[src/rtl/sort_pkg.sv]
// Shared definitions for the sort job sequencer: parameter defaults and FSM encoding.
package sort_pkg;
  localparam int MAX_NUM_VALUES_DEF = 1024;
  localparam int DATA_ADDR_BITS_DEF = 10;
  localparam int DATA_WIDTH_DEF     = 64;

  typedef enum logic [1:0] {IDLE, LOAD, SORT, DRAIN} state_t;
endpackage

[src/rtl/sort_out_skid.sv]
// Two-entry output buffer for the drain path; the producer guarantees it never overfills.
module sort_out_skid #(
  parameter int WIDTH = 64
) (
  input  logic             clk,
  input  logic             rst,
  input  logic             in_valid,
  input  logic [WIDTH-1:0] in_data,
  output logic             out_valid,
  input  logic             out_ready,
  output logic [WIDTH-1:0] out_data,
  output logic [1:0]       count
);
  logic [WIDTH-1:0] mem [2];
  logic             wptr, rptr, pop;

  assign out_valid = (count != 2'd0);
  assign pop       = out_valid && out_ready;
  assign out_data  = out_valid ? mem[rptr] : '0;

  always_ff @(posedge clk) begin
    if (in_valid) mem[wptr] <= in_data;
  end

  always_ff @(posedge clk) begin
    if (rst) begin
      count <= 2'd0;
      wptr  <= 1'b0;
      rptr  <= 1'b0;
    end else begin
      if (in_valid) wptr <= ~wptr;
      if (pop)      rptr <= ~rptr;
      count <= count + 2'(in_valid) - 2'(pop);
    end
  end
endmodule

[src/rtl/sort_job_sequencer.sv]
// Runs one sort job: load N words into RAM, hand the RAM to an external sorter, then stream results out.
module sort_job_sequencer
  import sort_pkg::*;
#(
  parameter int MAX_NUM_VALUES = MAX_NUM_VALUES_DEF,
  parameter int DATA_ADDR_BITS = DATA_ADDR_BITS_DEF,
  parameter int DATA_WIDTH     = DATA_WIDTH_DEF
) (
  input  logic                      clk,
  input  logic                      rst,
  input  logic                      job_start,
  input  logic [DATA_ADDR_BITS:0]   job_num_values,
  output logic                      job_busy,
  output logic                      job_done,
  output logic                      job_error,
  input  logic                      in_valid,
  output logic                      in_ready,
  input  logic [DATA_WIDTH-1:0]     in_data,
  output logic                      out_valid,
  input  logic                      out_ready,
  output logic [DATA_WIDTH-1:0]     out_data,
  output logic                      out_last,
  output logic                      sorter_start,
  output logic [DATA_ADDR_BITS:0]   sorter_num_values,
  input  logic                      sorter_done,
  input  logic                      s_we_a,
  input  logic [DATA_ADDR_BITS-1:0] s_w_addr_a,
  input  logic [DATA_ADDR_BITS-1:0] s_r_addr_a,
  input  logic [DATA_WIDTH-1:0]     s_w_data_a,
  output logic [DATA_WIDTH-1:0]     s_r_data_a,
  input  logic                      s_we_b,
  input  logic [DATA_ADDR_BITS-1:0] s_w_addr_b,
  input  logic [DATA_ADDR_BITS-1:0] s_r_addr_b,
  input  logic [DATA_WIDTH-1:0]     s_w_data_b,
  output logic [DATA_WIDTH-1:0]     s_r_data_b,
  output logic                      ram_we_a,
  output logic [DATA_ADDR_BITS-1:0] ram_addr_a,
  output logic [DATA_WIDTH-1:0]     ram_w_data_a,
  input  logic [DATA_WIDTH-1:0]     ram_r_data_a,
  output logic                      ram_we_b,
  output logic [DATA_ADDR_BITS-1:0] ram_addr_b,
  output logic [DATA_WIDTH-1:0]     ram_w_data_b,
  input  logic [DATA_WIDTH-1:0]     ram_r_data_b
);
  localparam int CW = DATA_ADDR_BITS + 1;

  state_t        state;
  logic [CW-1:0] n_reg, idx, out_cnt;
  logic          rd_inflight, pop, issue, last_load;
  logic [1:0]    buf_cnt;
  logic [2:0]    occ;

  assign sorter_num_values = n_reg;
  assign in_ready          = (state == LOAD);
  assign s_r_data_a        = ram_r_data_a;
  assign s_r_data_b        = ram_r_data_b;

  assign pop       = out_valid && out_ready;
  assign out_last  = out_valid && (out_cnt == n_reg - CW'(1));
  assign last_load = in_valid && (idx == n_reg - CW'(1));

  // An item leaving this cycle frees a slot, which keeps one read per cycle in flight.
  assign occ   = 3'(buf_cnt) + 3'(rd_inflight);
  assign issue = (state == DRAIN) && (idx < n_reg) && (occ < 3'd2 + 3'(pop));

  always_comb begin
    ram_we_a     = 1'b0;
    ram_addr_a   = '0;
    ram_w_data_a = '0;
    ram_we_b     = 1'b0;
    ram_addr_b   = '0;
    ram_w_data_b = '0;
    unique case (state)
      LOAD: begin
        ram_we_a     = in_valid;
        ram_addr_a   = idx[DATA_ADDR_BITS-1:0];
        ram_w_data_a = in_data;
      end
      SORT: begin
        ram_we_a     = s_we_a;
        ram_addr_a   = s_we_a ? s_w_addr_a : s_r_addr_a;
        ram_w_data_a = s_w_data_a;
        ram_we_b     = s_we_b;
        ram_addr_b   = s_we_b ? s_w_addr_b : s_r_addr_b;
        ram_w_data_b = s_w_data_b;
      end
      DRAIN:   ram_addr_a = idx[DATA_ADDR_BITS-1:0];
      default: ;
    endcase
  end

  always_ff @(posedge clk) begin
    if (rst) begin
      state        <= IDLE;
      n_reg        <= '0;
      idx          <= '0;
      out_cnt      <= '0;
      rd_inflight  <= 1'b0;
      job_busy     <= 1'b0;
      job_done     <= 1'b0;
      job_error    <= 1'b0;
      sorter_start <= 1'b0;
    end else begin
      job_done     <= 1'b0;
      job_error    <= 1'b0;
      sorter_start <= 1'b0;
      unique case (state)
        IDLE: if (job_start) begin
          if (job_num_values != '0 && job_num_values <= CW'(MAX_NUM_VALUES)) begin
            n_reg    <= job_num_values;
            idx      <= '0;
            out_cnt  <= '0;
            job_busy <= 1'b1;
            state    <= LOAD;
          end else begin
            job_error <= 1'b1;
          end
        end
        LOAD: if (in_valid) begin
          idx <= idx + CW'(1);
          if (last_load) begin
            idx <= '0;
            // A single item is already sorted; skip the sorter entirely.
            if (n_reg == CW'(1)) state <= DRAIN;
            else begin
              state        <= SORT;
              sorter_start <= 1'b1;
            end
          end
        end
        SORT: if (sorter_done) begin
          state <= DRAIN;
          idx   <= '0;
        end
        DRAIN: begin
          rd_inflight <= issue;
          if (issue) idx <= idx + CW'(1);
          if (pop) begin
            out_cnt <= out_cnt + CW'(1);
            if (out_last) begin
              state    <= IDLE;
              job_busy <= 1'b0;
              job_done <= 1'b1;
              out_cnt  <= '0;
            end
          end
        end
        default: state <= IDLE;
      endcase
    end
  end

  sort_out_skid #(.WIDTH(DATA_WIDTH)) u_skid (
    .clk      (clk),
    .rst      (rst),
    .in_valid (rd_inflight),
    .in_data  (ram_r_data_a),
    .out_valid(out_valid),
    .out_ready(out_ready),
    .out_data (out_data),
    .count    (buf_cnt)
  );
endmodule

[config.mk]
export PLATFORM = sky130hd
export DESIGN_NAME = sort_job_sequencer
export DESIGN_NICKNAME = d
export VERILOG_FILES = /design/src/rtl/sort_pkg.sv /design/src/rtl/sort_out_skid.sv /design/src/rtl/sort_job_sequencer.sv
export SDC_FILE = /design/constraint.sdc
export NUM_CORES = 1
export LEC_CHECK = 0
export CORE_AREA = 2 2 286 288
export DETAILED_ROUTE_END_ITERATION = 7
export DIE_AREA = 0 0 288 290
export GPL_ROUTABILITY_DRIVEN = 0
export PLACE_DENSITY_LB_ADDON = 0.25
export SYNTH_ARGS = -nofsm -noshare
export SYNTH_HDL_FRONTEND = slang
export SYNTH_SLANG_ARGS = --single-unit
[constraint.sdc]
create_clock -name clk -period 8.05 [get_ports clk]
set_input_delay 1.61 -clock clk [delete_from_list [all_inputs] [get_ports clk]]
set_output_delay 1.61 -clock clk [all_outputs]
set_load 0.01 [all_outputs]
==> impl_metrics.py <==
metrics = {
    "outcome": {
        "status": "finished clean",
    },
    "logic_synthesis": {
        "avgSynthCellArea_um2": 10.0,
        "yosysWarnings": 0,
        "synth_edf_count": 128,
        "ys_ff_latch": 173,
        "synth_top_area_frac": 0.358,
        "yosys.area.top_type": "edfxtp_1",
        "synth.net_count": 1474,
        "syn_inst": 1071,
        "synth.area.top_cells": "edfxtp_1, mux2i_1, buf_4, dfxtp_1, nor2_1",
        "syn_area_um2": 10700,
        "synthFlopType": "edfxtp_1",
        "async_flop_share": 0,
        "synth_cell_types": 61,
        "ys_seq_area_frac": 0.442,
    },
    "final_layout": {
        "syn2layout_area_growth_pct": 64.4,
        "stdcell_count": 2602,
        "finish.utilization": 0.220,
        "final_common_cell": "clkdlybuf4s50_1",
        "most-common-layout-cells": "clkdlybuf4s50_1, nor2_1, edfxtp_1",
        "fin_nets": 1912,
        "drive_gt1_frac": 0.0388,
    },
    "timing": {
        "hold_violations": 0,
        "period_minus_slack_ns": 5.44,
        "fmax_ghz": 0.184,
        "setup_viol": 0,
        "tns_ns": 0,
        "fin_skew_ns": 0.0197,
        "rsz0062_at_grt": "false",
        "worst_pin_slew_ns": 1.13,
        "max_slew_margin": 0.245,
        "slew_violations": 0,
        "fin_crit_sh": 0.676,
    },
    "global_route": {
        "track_usage": 0.146,
        "grt_pass1_vias": 10100,
        "grt_overflow": 0,
        "grt_pass1_wl_um": 83700,
        "grt_max_degree": 85,
        "antenna_found_initial": 70,
    },
    "min_path": {
        "hp-class": "reg -> reg",
        "worstHoldStart": "job_busy$_SDFFE_PP0P_",
    },
    "power_and_ir_drop": {
        "clockPowerShare": 0.213,
        "seq_power_share": 0.269,
        "power_frac_comb": 0.519,
        "power_mw": 3.98,
        "power.switching_mw": 1.56,
        "switching_share": 0.391,
        "ir_worst_vdd_mv": 0.135,
        "p_per_area_nw_per_um2": 226,
        "p_leak_nw": 5.65,
        "p_int_mw": 2.43,
    },
    "drt": {
        "drc_errors": 0,
        "drt-pass1-iter-count": 5,
        "routed_wl_um": 63000,
        "wl_per_cell_um": 24.2,
        "antenna_left": 0,
        "drt_iter0_markers": 528,
        "viasPerCell": 3.87,
        "via_count": 10100,
    },
    "clocking": {
        "clk_latency_ns": 0.48,
        "ctsResizeCount": 0,
        "clk_pin_slew_ns": 0.08,
        "htreeDepth": 4,
        "cts_tree": "built",
        "hold_buffers": 0,
        "cts_buffers": 17,
        "clockBufferDepth": 2,
        "clock-sinks": 173,
        "root_buffer": "clkbuf_16",
        "post-cts-setup-buffers": 0,
    },
    "setup_path": {
        "crit_chain": "inv_1, ha_1, or4b_1, nor3_4, xnor2_1, a221o_1, nor3_1, clkdlybuf4s50_1",
        "criticalPathCategory": "reg -> out",
        "cp-end-kind": "output port",
        "critPathSlowestCell": "clkdlybuf4s50_1",
        "critPathArrivalTime_ns": 3.83,
        "cp_max_fo": 11,
        "cpPeakStageDelay_ns": 0.70,
        "cp.required_ns": 6.44,
        "r2r-start": "sorter_num_values[0]$_SDFFE_PP0P_",
        "crit_start": "sorter_num_values[0]$_SDFFE_PP0P_",
        "cp-start-kind": "flop",
    },
    "placement": {
        "io_buffer_count": 610,
        "hpwl_um": 52100,
        "dp.cells": 2550,
    },
    "floorplanning": {
        "die_height_um": 290,
        "die_x_um": 288,
        "dieArea_um2": 83500,
        "coreArea_um2": 80200,
        "io_pins": 739,
        "start_util": 0.134,
        "rows": 104,
    },
    "flow_run": {
        "drv_cap": 0,
    },
}
critical path: cells and delay by family (launching register included):
| kind | cells | cell delay, ns |
|---|---|---|
| compound gates | 1 | 0.31 |
| simple gates | 3 | 1.36 |
| fa+ha+maj | 1 | 0.33 |
| xor+xnor | 1 | 0.11 |
| buf+inv | 2 | 0.81 |
| flops | 1 | 0.45 |
flip-flops by register name (all words and copies together), names as in the netlist, named ones only:
signal	flops
u_skid.mem	128
idx	11
out_cnt	11
sorter_num_values	11
state	2
u_skid.count	2
job_busy	1
job_done	1
job_error	1
rd_inflight	1
sorter_start	1
u_skid.rptr	1
u_skid.wptr	1
cell families (layout without fill, tap and decap cells):
| group | after synthesis | after routing | share of synthesized area |
|---|---|---|---|
| buffers and inverters | 228 | 679 | 0.127 |
| AO/OA/AOI/OAI | 144 | 144 | 0.0989 |
| AND/OR/NAND/NOR | 366 | 366 | 0.182 |
| multiplexers | 98 | 98 | 0.0918 |
| adder cells (fa/ha/maj) | 24 | 24 | 0.0279 |
| XOR/XNOR | 38 | 38 | 0.0310 |
| other | 0 | 20 | 0 |
| flip-flops | 173 | 173 | 0.442 |
Yosys cell counts, drive strengths merged, types with 12 or more instances:
library cell / number
nor2b: 68
nand4: 12
and2: 67
xnor2: 27
edfxtp: 128
nand2: 13
buf: 149
inv: 30
nor2: 141
a22oi: 65
a21oi: 28
clkbuf: 49
or4: 12
ha: 24
mux2i: 97
dfxtp: 45
o21ai: 13
path summary, 6_finish.rpt:
kind                                         endpoint  slack, ns  depth (start not counted)
worst max-delay path                         out_last       2.61                          8
worst min-delay path            job_busy$_SDFFE_PP0P_       0.48                          2
worst max register to register    job_done$_SDFF_PP0_       4.63                          8
worst min register to register  job_busy$_SDFFE_PP0P_       0.48                          2
power by group through the flow:
stage	Sequential [mW]	Clock [mW]	Combinational, mW
CTS	1.07	0.892	2.10
global route	1.08	0.918	2.22
finish	1.07	0.847	2.07
floorplan	1.04	0	1.13
global placement	1.09	0	2.09
detailed placement	1.09	0	2.09
per-layer routing:
| metal | up-vias | track usage | wire, um |
|---|---|---|---|
| met4 | 16 | 0.0837 | 3840 |
| li1 | 4542 | - | - |
| met3 | 180 | 0.0456 | 4630 |
| met5 | - | 0 | 103 |
| met2 | 580 | 0.274 | 33400 |
| met1 | 4742 | 0.139 | 21100 |
cell type report:
type,instances,area (um2)
inverter,30,113
fill,8752,62500
multi-input combinational,670,4670
clock inverter,15,169
clock buffer,17,425
timing repair buffer,617,6160
sequential,173,4750
tap,1060,1330
antenna,20,50.0
stage by stage:
| stage | hold slack (ns) | worst slack, ns | area [um2] |
|---|---|---|---|
| finish | 0.482 | 2.61 | 17700 |
| global route | 0.525 | 2.30 | 17600 |
| CTS | 0.484 | 2.48 | 17600 |
| detailed placement | 0.473 | 2.68 | 17000 |
| global placement | 0.471 | 2.73 | 17000 |
| floorplan | 0.481 | 3.95 | 10700 |
No activity file was read; power rests on OpenSTA's default activity.
==> edit: new RTL, config.mk and constraints unchanged <==
Set the package constant `DATA_WIDTH_DEF` to 68 (it was 64).
--- a/src/rtl/sort_pkg.sv
+++ b/src/rtl/sort_pkg.sv
@@ -4,3 +4,3 @@
   localparam int DATA_ADDR_BITS_DEF = 10;
-  localparam int DATA_WIDTH_DEF     = 64;
+  localparam int DATA_WIDTH_DEF     = 68;
 
Ports: changed (10 resized); port bits go from 739 to 779. No check against the original RTL was run, so the function may have changed too.
==> edit against the unedited design <==
Power grew 3.6%; setup slack better by 0.15 ns; cell area grew 3.6%; sequential cell count grew 8; critical path depth increased by 1; critical endpoint unchanged; wire length is 6.2% lower; area after synthesis rose by 3.1%; clock power up 3.1%.
==> edit: results (changes against the unedited design) <==
PostCTS Resize Cnt 0 (unchanged); Largest register FFs 136 (+6.3%); met3 WL post-DR 5.28 mm (+14%); share of cells above drive strength 1 4.21% (+0.33 points); GRT met1 Usage 14.2% (+0.29 points); crit path from sorter_num_values[0]$_SDFFE_PP0P_; Post-synth EDFFs 136 (+6.3%); Hold Path Class reg2reg; hold slack 0.502 ns (+0.0202 ns); Slew HR 26.1% (+1.5 points); clock skew 0.0192 ns (-0.000463 ns); reg2reg end state[0]$_SDFFE_PP0P_; post-synthesis xor/xnor area fraction 3.16% (+0.066 points); CP max FO 8 (-3); WP data arrival 3.68 ns (-0.15 ns); H-tree levels 4 (unchanged); post-synth cell types 56 (-8.2%); status finished clean; top cells by instance count after synthesis buf_4, edfxtp_1, nor2_1; # fillers 8768 (+0.18%); Skew-Pair Late Insertion Delay 0.48 ns (about the same); number of DRC markers in iteration 0 522 (-1.1%); syn nets 1519 (+3.1%); Port Buffer Count 642 (+5.2%); reg2reg setup slack 4.55 ns (-0.08 ns); leak pwr 0.00582 µW (+3.0%); met2 WL 29.4 mm (-12%); Compound-Gate Fraction of Synth Area 9.14% (-0.75 points); DRT met1 WL 21.3 mm (+1.0%); top routing layer used met5; R2R depth 10 (+2); post-synthesis adder-cell area fraction 2.71% (-0.083 points); pwr/cell area 226 nW/µm² (about the same); top post-synthesis cells by area edfxtp_1, buf_4, mux2i_1; CTS clk-pin slew, worst paths roughly 0.09 ns; setup bufs post-CTS 0 (unchanged); hold wc startpoint job_busy$_SDFFE_PP0P_; clk buf depth 2 (unchanged); gr usage total 13.8% (-0.87 points); Post-DP HPWL 48.1 mm (-7.7%); mux cell area share after synthesis 9.52% (+0.35 points); Synth warnings 0 (unchanged); Hold Crit Depth 2 (unchanged); initial antenna violation count 40 (-43%); maximum vdd drop 0.000148 V (+9.5%); pin count of the biggest net entering global routing 93 (+9.4%); post-synthesis sequential area ratio 45.0% (+0.85 points); Synth Flop Type edfxtp_1; WL/cell 22.3 µm (-7.7%); first-pass GRT wire length 80.7 mm (-3.6%); crit-path max cell delay 0.64 ns (-0.06 ns); grt met2 use 24.1% (-3.3 points); met3 GRT Util 5.17% (+0.61 points); first drt pass iteration count 8 (+3); total number of vias 10100 (+0.81%); nets 1978 (+3.5%); Power Internal 2540 µW (+4.6%)
==> edit: final cells by class <==
type	instances	area share, %
repair buffers	650	35.5
flip-flops and latches	181	27.3
multi-input cells	681	25.8
well taps	1060	7.25
clock buffers	17	2.33
clock inverters	15	1.08
inverters	24	0.493
diodes	19	0.260
==> edit: worst reg2reg max path: stages, from the launching register on <==
cell and delay, ns:
dfxtp_1 0.41, inv_1 0.10, ha_1 0.22, nor3b_1 0.62
a21boi_0 0.19, a2111o_1 0.31, nor4_1 0.46, a41oi_1 0.35
a211oi_2 0.38, o21ai_1 0.12, a221oi_1 0.26
==> edit: per-stage QoR <==
stage / worst slack, ns / util [%] / cell area [µm²] / std cells
2_1_floorplan: 3.93 / - / 11100 / 1096
3_3_place_gp: 2.79 / 22.0 / 17600 / 2596
3_5_place_dp: 2.76 / 22.0 / 17600 / 2596
4_1_cts: 2.62 / 22.8 / 18200 / 2628
5_1_grt: 2.37 / 22.8 / 18300 / 2639
6_report: 2.76 / 22.8 / 18300 / 2647
